## src/rtl/uart_rx.sv

```systemverilog
`default_nettype none
// ============================================================================
//  Module      : uart_rx
//  Description : 8N1 UART receiver. A two-flop synchronizer feeds a mid-bit
//                sampling FSM. Each good byte lands in a one-entry
//                valid/ready output register. Framing errors and overruns
//                are reported as single-cycle registered pulses.
//  Ports       : clk            - system clock, rising edge
//                rst            - asynchronous active-high reset
//                i_rxd          - asynchronous serial line, idles high
//                o_data         - received byte, stable while o_valid
//                o_valid        - byte available
//                i_ready        - consumer accepts when o_valid & i_ready
//                o_busy         - receiver not in IDLE
//                o_frame_error  - pulse: stop bit sampled low
//                o_overrun      - pulse: good byte dropped, held byte pending
//  Parameters  : CLKS_PER_BIT   - clocks per bit, must be >= 4
//  Revision    : 1.0 - initial release
// ============================================================================
module uart_rx #(
    parameter int CLKS_PER_BIT = 868
) (
    input  logic       clk,
    input  logic       rst,
    input  logic       i_rxd,
    output logic [7:0] o_data,
    output logic       o_valid,
    input  logic       i_ready,
    output logic       o_busy,
    output logic       o_frame_error,
    output logic       o_overrun
);

    localparam int HALF = CLKS_PER_BIT / 2;
    localparam int CW   = $clog2(CLKS_PER_BIT);

    localparam logic [CW-1:0] c_HALF_M1 = CW'(HALF - 1);
    localparam logic [CW-1:0] c_BIT_M1  = CW'(CLKS_PER_BIT - 1);
    localparam logic [CW-1:0] c_CNT_ONE = CW'(1);

    localparam logic [2:0] c_IDLE      = 3'd0;
    localparam logic [2:0] c_START     = 3'd1;
    localparam logic [2:0] c_DATA      = 3'd2;
    localparam logic [2:0] c_STOP      = 3'd3;
    localparam logic [2:0] c_WAIT_IDLE = 3'd4;

    // Synchronizer: both stages reset high so reset never looks like a start bit.
    logic          rxd_meta_q;
    logic          rxd_s_q;

    logic [2:0]    state_q,  state_d;
    logic [CW-1:0] cnt_q,    cnt_d;
    logic [2:0]    idx_q,    idx_d;
    logic [7:0]    shift_q,  shift_d;
    logic [7:0]    data_q,   data_d;
    logic          valid_q,  valid_d;
    logic          ferr_q,   ferr_d;
    logic          ovr_q,    ovr_d;

    logic          w_sample;
    logic          w_good_byte;

    assign w_sample = (cnt_q == '0);

    always_comb begin
        state_d     = state_q;
        cnt_d       = cnt_q;
        idx_d       = idx_q;
        shift_d     = shift_q;
        data_d      = data_q;
        valid_d     = valid_q;
        ferr_d      = 1'b0;
        ovr_d       = 1'b0;
        w_good_byte = 1'b0;

        case (state_q)
            c_IDLE: begin
                if (!rxd_s_q) begin
                    state_d = c_START;
                    cnt_d   = c_HALF_M1;
                end
            end

            c_START: begin
                if (w_sample) begin
                    cnt_d = c_BIT_M1;
                    if (rxd_s_q) begin
                        // Line back high at mid start bit: treat as noise.
                        state_d = c_IDLE;
                    end else begin
                        state_d = c_DATA;
                        idx_d   = 3'd0;
                    end
                end else begin
                    cnt_d = cnt_q - c_CNT_ONE;
                end
            end

            c_DATA: begin
                if (w_sample) begin
                    cnt_d   = c_BIT_M1;
                    shift_d = {rxd_s_q, shift_q[7:1]};
                    idx_d   = idx_q + 3'd1;
                    if (idx_q == 3'd7) begin
                        state_d = c_STOP;
                    end
                end else begin
                    cnt_d = cnt_q - c_CNT_ONE;
                end
            end

            c_STOP: begin
                if (w_sample) begin
                    cnt_d = c_BIT_M1;
                    if (rxd_s_q) begin
                        // Leave at mid stop bit so the next start edge is
                        // caught even with a slightly fast transmitter.
                        state_d     = c_IDLE;
                        w_good_byte = 1'b1;
                    end else begin
                        state_d = c_WAIT_IDLE;
                        ferr_d  = 1'b1;
                    end
                end else begin
                    cnt_d = cnt_q - c_CNT_ONE;
                end
            end

            c_WAIT_IDLE: begin
                // A held-low line (break) must not decode as repeated 0x00.
                if (rxd_s_q) begin
                    state_d = c_IDLE;
                end
            end

            default: begin
                state_d = c_IDLE;
            end
        endcase

        // One-entry output register. A new byte may overwrite the held byte
        // only when that byte is being accepted on the same edge.
        if (w_good_byte) begin
            if (!valid_q || i_ready) begin
                data_d  = shift_q;
                valid_d = 1'b1;
            end else begin
                ovr_d = 1'b1;
            end
        end else if (valid_q && i_ready) begin
            valid_d = 1'b0;
        end
    end

    always_ff @(posedge clk or posedge rst) begin
        if (rst) begin
            rxd_meta_q <= 1'b1;
            rxd_s_q    <= 1'b1;
            state_q    <= c_IDLE;
            cnt_q      <= '0;
            idx_q      <= 3'd0;
            shift_q    <= 8'h00;
            data_q     <= 8'h00;
            valid_q    <= 1'b0;
            ferr_q     <= 1'b0;
            ovr_q      <= 1'b0;
        end else begin
            rxd_meta_q <= i_rxd;
            rxd_s_q    <= rxd_meta_q;
            state_q    <= state_d;
            cnt_q      <= cnt_d;
            idx_q      <= idx_d;
            shift_q    <= shift_d;
            data_q     <= data_d;
            valid_q    <= valid_d;
            ferr_q     <= ferr_d;
            ovr_q      <= ovr_d;
        end
    end

    assign o_data        = data_q;
    assign o_valid       = valid_q;
    assign o_busy        = (state_q != c_IDLE);
    assign o_frame_error = ferr_q;
    assign o_overrun     = ovr_q;

endmodule
`default_nettype wire

```

## config.mk

```make
export PLATFORM = sky130hd
export DESIGN_NAME = uart_rx
export DESIGN_NICKNAME = d
export VERILOG_FILES = /design/src/rtl/uart_rx.sv
export SDC_FILE = /design/constraint.sdc
export NUM_CORES = 1
export LEC_CHECK = 0
export CAP_MARGIN = 10
export CORE_MARGIN = 3
export CORE_UTILIZATION = 55
export DETAILED_ROUTE_END_ITERATION = 12
export GPL_ROUTABILITY_DRIVEN = 0
export PLACE_DENSITY = 0.77
export REMOVE_ABC_BUFFERS = 1
export SYNTH_ARGS = -nofsm -noshare
export SYNTH_HDL_FRONTEND = slang
export SYNTH_SLANG_ARGS = --single-unit
```

## constraint.sdc

```tcl
create_clock -name clk -period 2.9 [get_ports clk]
set_input_delay 0.58 -clock clk [delete_from_list [all_inputs] [get_ports clk]]
set_output_delay 0.58 -clock clk [all_outputs]
set_load 0.02 [all_outputs]
```

==> results of run 1 <==
[cells by family after synthesis]
| kind of cell | count (synthesis) | synth area share, % |
|---|---|---|
| compound gates | 27 | 11.7 |
| buf+inv | 10 | 2.79 |
| mux | 20 | 14.2 |
| flops | 37 | 53.0 |
| fa+ha+maj | 3 | 2.14 |
| simple gates | 39 | 16.1 |
[flip-flops by register name (all words and copies together) (netlist names)]
signal and cells:
state_q 3, o_data 8, idx_q 3, o_valid 1, o_frame_error 1, cnt_q 10
rxd_s_q 1, rxd_meta_q 1, shift_q 8, o_overrun 1
[cell usage after synthesis, types with 2 or more instances]
cell,count
a21o_1,2
a21oi_1,8
a22o_1,3
buf_2,3
clkbuf_1,3
dfrtp_1,35
dfstp_2,2
ha_1,3
inv_1,3
mux2_1,2
mux2_2,9
mux2_4,7
mux2i_1,2
nand2_1,8
nand2b_1,4
nand3_1,2
nand4_1,2
nor2_1,5
nor3_1,2
nor4_1,2
o22a_1,2
o41ai_1,2
[placed cells by master (no fill, tap or decap), types with 3 or more instances in the layout]
master / n
dfrtp_1: 35
clkdlybuf4s50_1: 15
mux2_2: 9
nand2_1: 8
a21oi_1: 8
mux2_4: 7
nor2_1: 5
clkbuf_4: 5
nand2b_1: 4
buf_4: 4
a22o_1: 3
inv_1: 3
ha_1: 3
[area by class of cell]
type,instances,area [µm²],area share (%)
Multi-Input combinational cell,89,774,38.0
Clock inverter,2,37.5,1.84
Clock buffer,6,51.3,2.52
Tap cell,42,52.6,2.58
Timing Repair Buffer,19,180,8.85
Sequential cell,37,928,45.6
Inverter,3,11.3,0.553
[metal layers]
layer	track usage, %	vias to the layer above	part of all wire [%]
met5	0	-	0
met4	6.34	0	1.6
met3	5.76	10	5.4
met2	28.8	31	47
met1	23.2	595	46
li1	-	551	-
[final timing paths]
check                                  end  slack (ns)  depth (start not counted)  startpoint
worst max-delay path                o_busy        0.45                          2  state_q[2]
worst min-delay path               rxd_s_q        0.37                          0  rxd_meta_q
worst max register to register  shift_q[7]        0.69                          7    cnt_q[0]
worst min register to register     rxd_s_q        0.37                          0  rxd_meta_q
max in group asynchronous       rxd_meta_q        1.92                          3         rst
min in group asynchronous          o_valid        0.62                          3         rst
[power by group through the flow]
stage | Sequential, mW | Combinational, mW | Clock (mW)
after floorplan | 0.530 | 0.00932 | 0
after global placement | 0.530 | 0.0168 | 0
after detailed placement | 0.530 | 0.0173 | 0
after CTS | 0.521 | 0.0171 | 0.386
after global routing | 0.521 | 0.0189 | 0.410
final | 0.521 | 0.0162 | 0.374
==> impl_metrics.toml, run 1 <==
[die]
die_h_um = 62.4
start_util_pct = 60.4
fp.coreArea_mm2 = 0.00290
dieArea_mm2 = 0.00390
num_rows = 19
ios = 16
die_width_um = 62.4

[routing]
routed_wl_mm = 3.17
wl_per_cell_um = 16.0
drt-initial-drc-count = 52
first_pass_iters = 4
num_vias = 1187
viasPerCell = 5.99
detail-route-antenna-nets = 0
drc_errors = 0

[grt]
grt_pass1_wl_mm = 5.54
antenna_found_initial = 0
grt-ovfl-total = 0
grt_start_max_net_pins = 38
grt_pass1_vias = 1168
track_usage_pct = 18.0

[synthesis]
netlist_area_mm2 = 0.00175
yosys_warnings = 0
synth_cells = 136
synth-edff-count = 0
ys.flop_type = "dfrtp_1"
yosys_register_bits = 37
netlist.area_leader.share_pct = 50.0
yosysSeqAreaShare_pct = 53.0
yosysTopAreaCell = "dfrtp_1"
synthArstFlopShare_pct = 100
avgSynthCellArea_um2 = 12.9
synth.distinct_cells = 47
netlist_top_cells_area = "dfrtp_1 (50%), mux2_4 (6.0%), mux2_2 (5.8%), dfstp_2 (3.0%), a21oi_1 (2.3%)"

[power]
max-vdd-ir-drop_mv = 0.486
p_int_mw = 0.729
switchingPower_mw = 0.182
clkPwrFrac_pct = 41.0
switching_share_pct = 20.0
powerDensity_mw_per_mm2 = 447
power_frac_seq_pct = 57.2
total_power_mw = 0.910
p_comb_share_pct = 1.8
p_leak_nw = 0.920

[final_layout]
syn_to_final_growth_pct = 16.2
final_core_util_pct = 70.2
layout-drive-gt1-share_pct = 25.6
design_area_mm2 = 0.00204
instances_no_fill = 198
n_antenna_cell = 0
fillers = 224
fin_nets = 162

[timing]
fin_skew_ns = 0.0121
rsz0062_at_grt = "no"
tightest_slew_ns = 0.824
max_slew_margin_pct = 44.7
fmax_ghz = 0.409
final_hold_viol_count = 0
hold_slack_ns = 0.366
tns_ns = 0
setup-violations-final = 0
fin_crit_sh_pct = 84.3
fin_ws_ns = 0.454
slew_viol_final = 0
period_needed_ns = 2.45

[clock_tree]
path_clk_slew_ns = 0.11
htreeDepth = 2
cts_tree = "done"
cts-root-buf = "clkbuf_4"
clockBufferDepth = 2
cts_sinks = 37
cts_buffers = 5
postCtsHoldBufs = 0
cts_resized = 0
cts_setup_buffers = 0
clock_latency_ns = 0.34

[worst_setup_path]
required_ns = 2.32
path_class = "flip-flop to primary output"
critPathLaunchType = "flip-flop"
crit_arrival_ns = 1.87
cpPeakStageDelay_ns = 0.58
crit_fanout = 15
worst-path-buf-inv = 1
cp_top_family = "flip-flops"
cp_cell_sequence = "or3_1, clkdlybuf4s50_1"
slowest_stage = "dfrtp_1"
endpoint_kind = "primary output"

[placement]
dp_hpwl_mm = 2.22
placed_cell_area_mm2 = 0.00195
io_buffers = 15
dp_cells = 190
dp_slack_ns = 0.727

[min_path]
worstHoldPathType = "flip-flop to flip-flop"

[flow_run]
maxCapViolations = 0

[outcome]
status = "complete, no violations"
Note: power is estimated with default switching activity, not from simulation.
==> run 2, diff against run 1 <==
Clock period 2.9 ns to 2.55 ns, I/O delays scaled along.
==> run 2 against run 1 <==
Net effect:
- critical path depth unchanged
- first-iteration DRC count up 81%
- setup slack worse by 0.26 ns
- clock power up 14%
- largest cell class unchanged
==> impl_metrics.toml, run 2 (synthesized netlist as in run 1, its figures left out) <==
[outcome]
status = "complete, no violations"

[final_layout]
layout-drive-gt1-share_pct = 25.2
largest_reg_flops = 10
mostFrequentLayoutCell = "dfrtp_1"
final_core_util_pct = 69.9
design_area_mm2 = 0.00203
largest-register = "cnt_q"
instances_no_fill = 197
syn_to_final_growth_pct = 15.8
final_cell_mix = "dfrtp_1 (35), clkdlybuf4s50_1 (15), mux2_2 (9)"
fin_nets = 161
n_antenna_cell = 0

[routing]
detail-route-antenna-nets = 0
wl_per_cell_um = 16.2
first_pass_iters = 4
drt-initial-drc-count = 94
num_vias = 1179
routed_wl_mm = 3.19
viasPerCell = 5.98
drc_errors = 0

[grt]
top_usage_layer = "met2"
antenna_found_initial = 0
grt-ovfl-total = 0
grtUsageMet2_pct = 28.6
grt_start_max_net_pins = 38
use_met1_pct = 24.6
grt_pass1_wl_mm = 5.66
track_usage_pct = 18.2
grt_pass1_vias = 1194
use_met3_pct = 3.42

[timing]
fin_crit_sh_pct = 92.2
slew_viol_final = 0
tns_ns = 0
hold_slack_ns = 0.365
fin_ws_ns = 0.198
max_slew_margin_pct = 43.0
fin_skew_ns = 0.0102
tightest_slew_ns = 0.849
final_hold_viol_count = 0
period_needed_ns = 2.35
setup-violations-final = 0
rsz0062_at_grt = "no"
fmax_ghz = 0.425

[worst_setup_path]
critPathLaunchType = "flip-flop"
crit_arrival_ns = 1.84
required_ns = 2.04
crit_fanout = 15
endpoint_kind = "primary output"
rr_worst_depth = 7
worstReg2RegStart = "cnt_q[0]"
path_class = "flip-flop to primary output"
cpPeakStageDelay_ns = 0.57
cp_cell_sequence = "or3_1, clkdlybuf4s50_1"
reg2reg_slack_ns = 0.27
slowest_stage = "dfrtp_1"
regToRegEndpoint = "shift_q[3]"

[clock_tree]
clockBufferDepth = 2
cts_tree = "done"
postCtsHoldBufs = 0
clock_latency_ns = 0.34
cts_buffers = 5
cts_sinks = 37
cts-root-buf = "clkbuf_4"
path_clk_slew_ns = 0.10
htreeDepth = 2
cts_setup_buffers = 0
cts_resized = 0

[min_path]
hold_path_end = "rxd_s_q"
hold_path_depth = 0
worstHoldPathType = "flip-flop to flip-flop"
holdCritStartpoint = "rxd_meta_q"

[power]
p_leak_nw = 0.915
total_power_mw = 1.04
max-vdd-ir-drop_mv = 0.354
powerDensity_mw_per_mm2 = 511

[placement]
dp_slack_ns = 0.304
dp_cells = 189
io_buffers = 15
placed_cell_area_mm2 = 0.00194
dp_hpwl_mm = 2.29

[die]
die_width_um = 62.4
dieArea_mm2 = 0.00390
start_util_pct = 60.4
die_h_um = 62.4
fp.coreArea_mm2 = 0.00290
ios = 16
num_rows = 19

[flow_run]
maxCapViolations = 0
==> run 2: cell count changes in the layout (fill, tap and decap cells not counted) <==
cell	delta
buf_4	-1
==> run 2: how the worst max path moves through the flow <==
stage | from | endpoint | cells after the start
finish | state_q[2] | o_busy | 2
global route | cnt_q[0] | shift_q[3] | 7
CTS | state_q[2] | o_busy | 2
detailed placement | cnt_q[0] | shift_q[3] | 7
global placement | cnt_q[0] | shift_q[3] | 7
floorplan | cnt_q[0] | shift_q[3] | 6
==> run 2: where the power goes <==
| part | switching (mW) | total, mW | internal (mW) | leakage, nW |
|---|---|---|---|---|
| sequential | 0.00252 | 0.592 | 0.589 | 0.490 |
| combinational | 0.0122 | 0.0185 | 0.00630 | 0.381 |
| clock | 0.193 | 0.426 | 0.233 | 0.0445 |
==> run 2: layer usage <==
metal	vias up	share of wire, %
met5	-	0
met4	0	2.3
met3	9	4.3
met2	36	49
met1	589	44
li1	545	-
==> run 2: critical path: cells and delay by family (launching register included) <==
kind,cells,cell delay (ns)
buf+inv,1,0.55
simple gates,1,0.39
flops,1,0.57
==> run 2: final cells by class <==
type	count	area, µm²
tap	42	52.6
timing repair buffer	18	173
inverter	3	11.3
clock inverter	2	37.5
clock buffer	6	51.3
multi-input combinational	89	774
sequential	37	928
fill	237	872
==> run 3, diff against run 2 <==
Settings changed: HOLD_SLACK_MARGIN from default to 0.03.
==> results of run 3 <==
Final layout, timing and power as in run 2 (identical DEF).
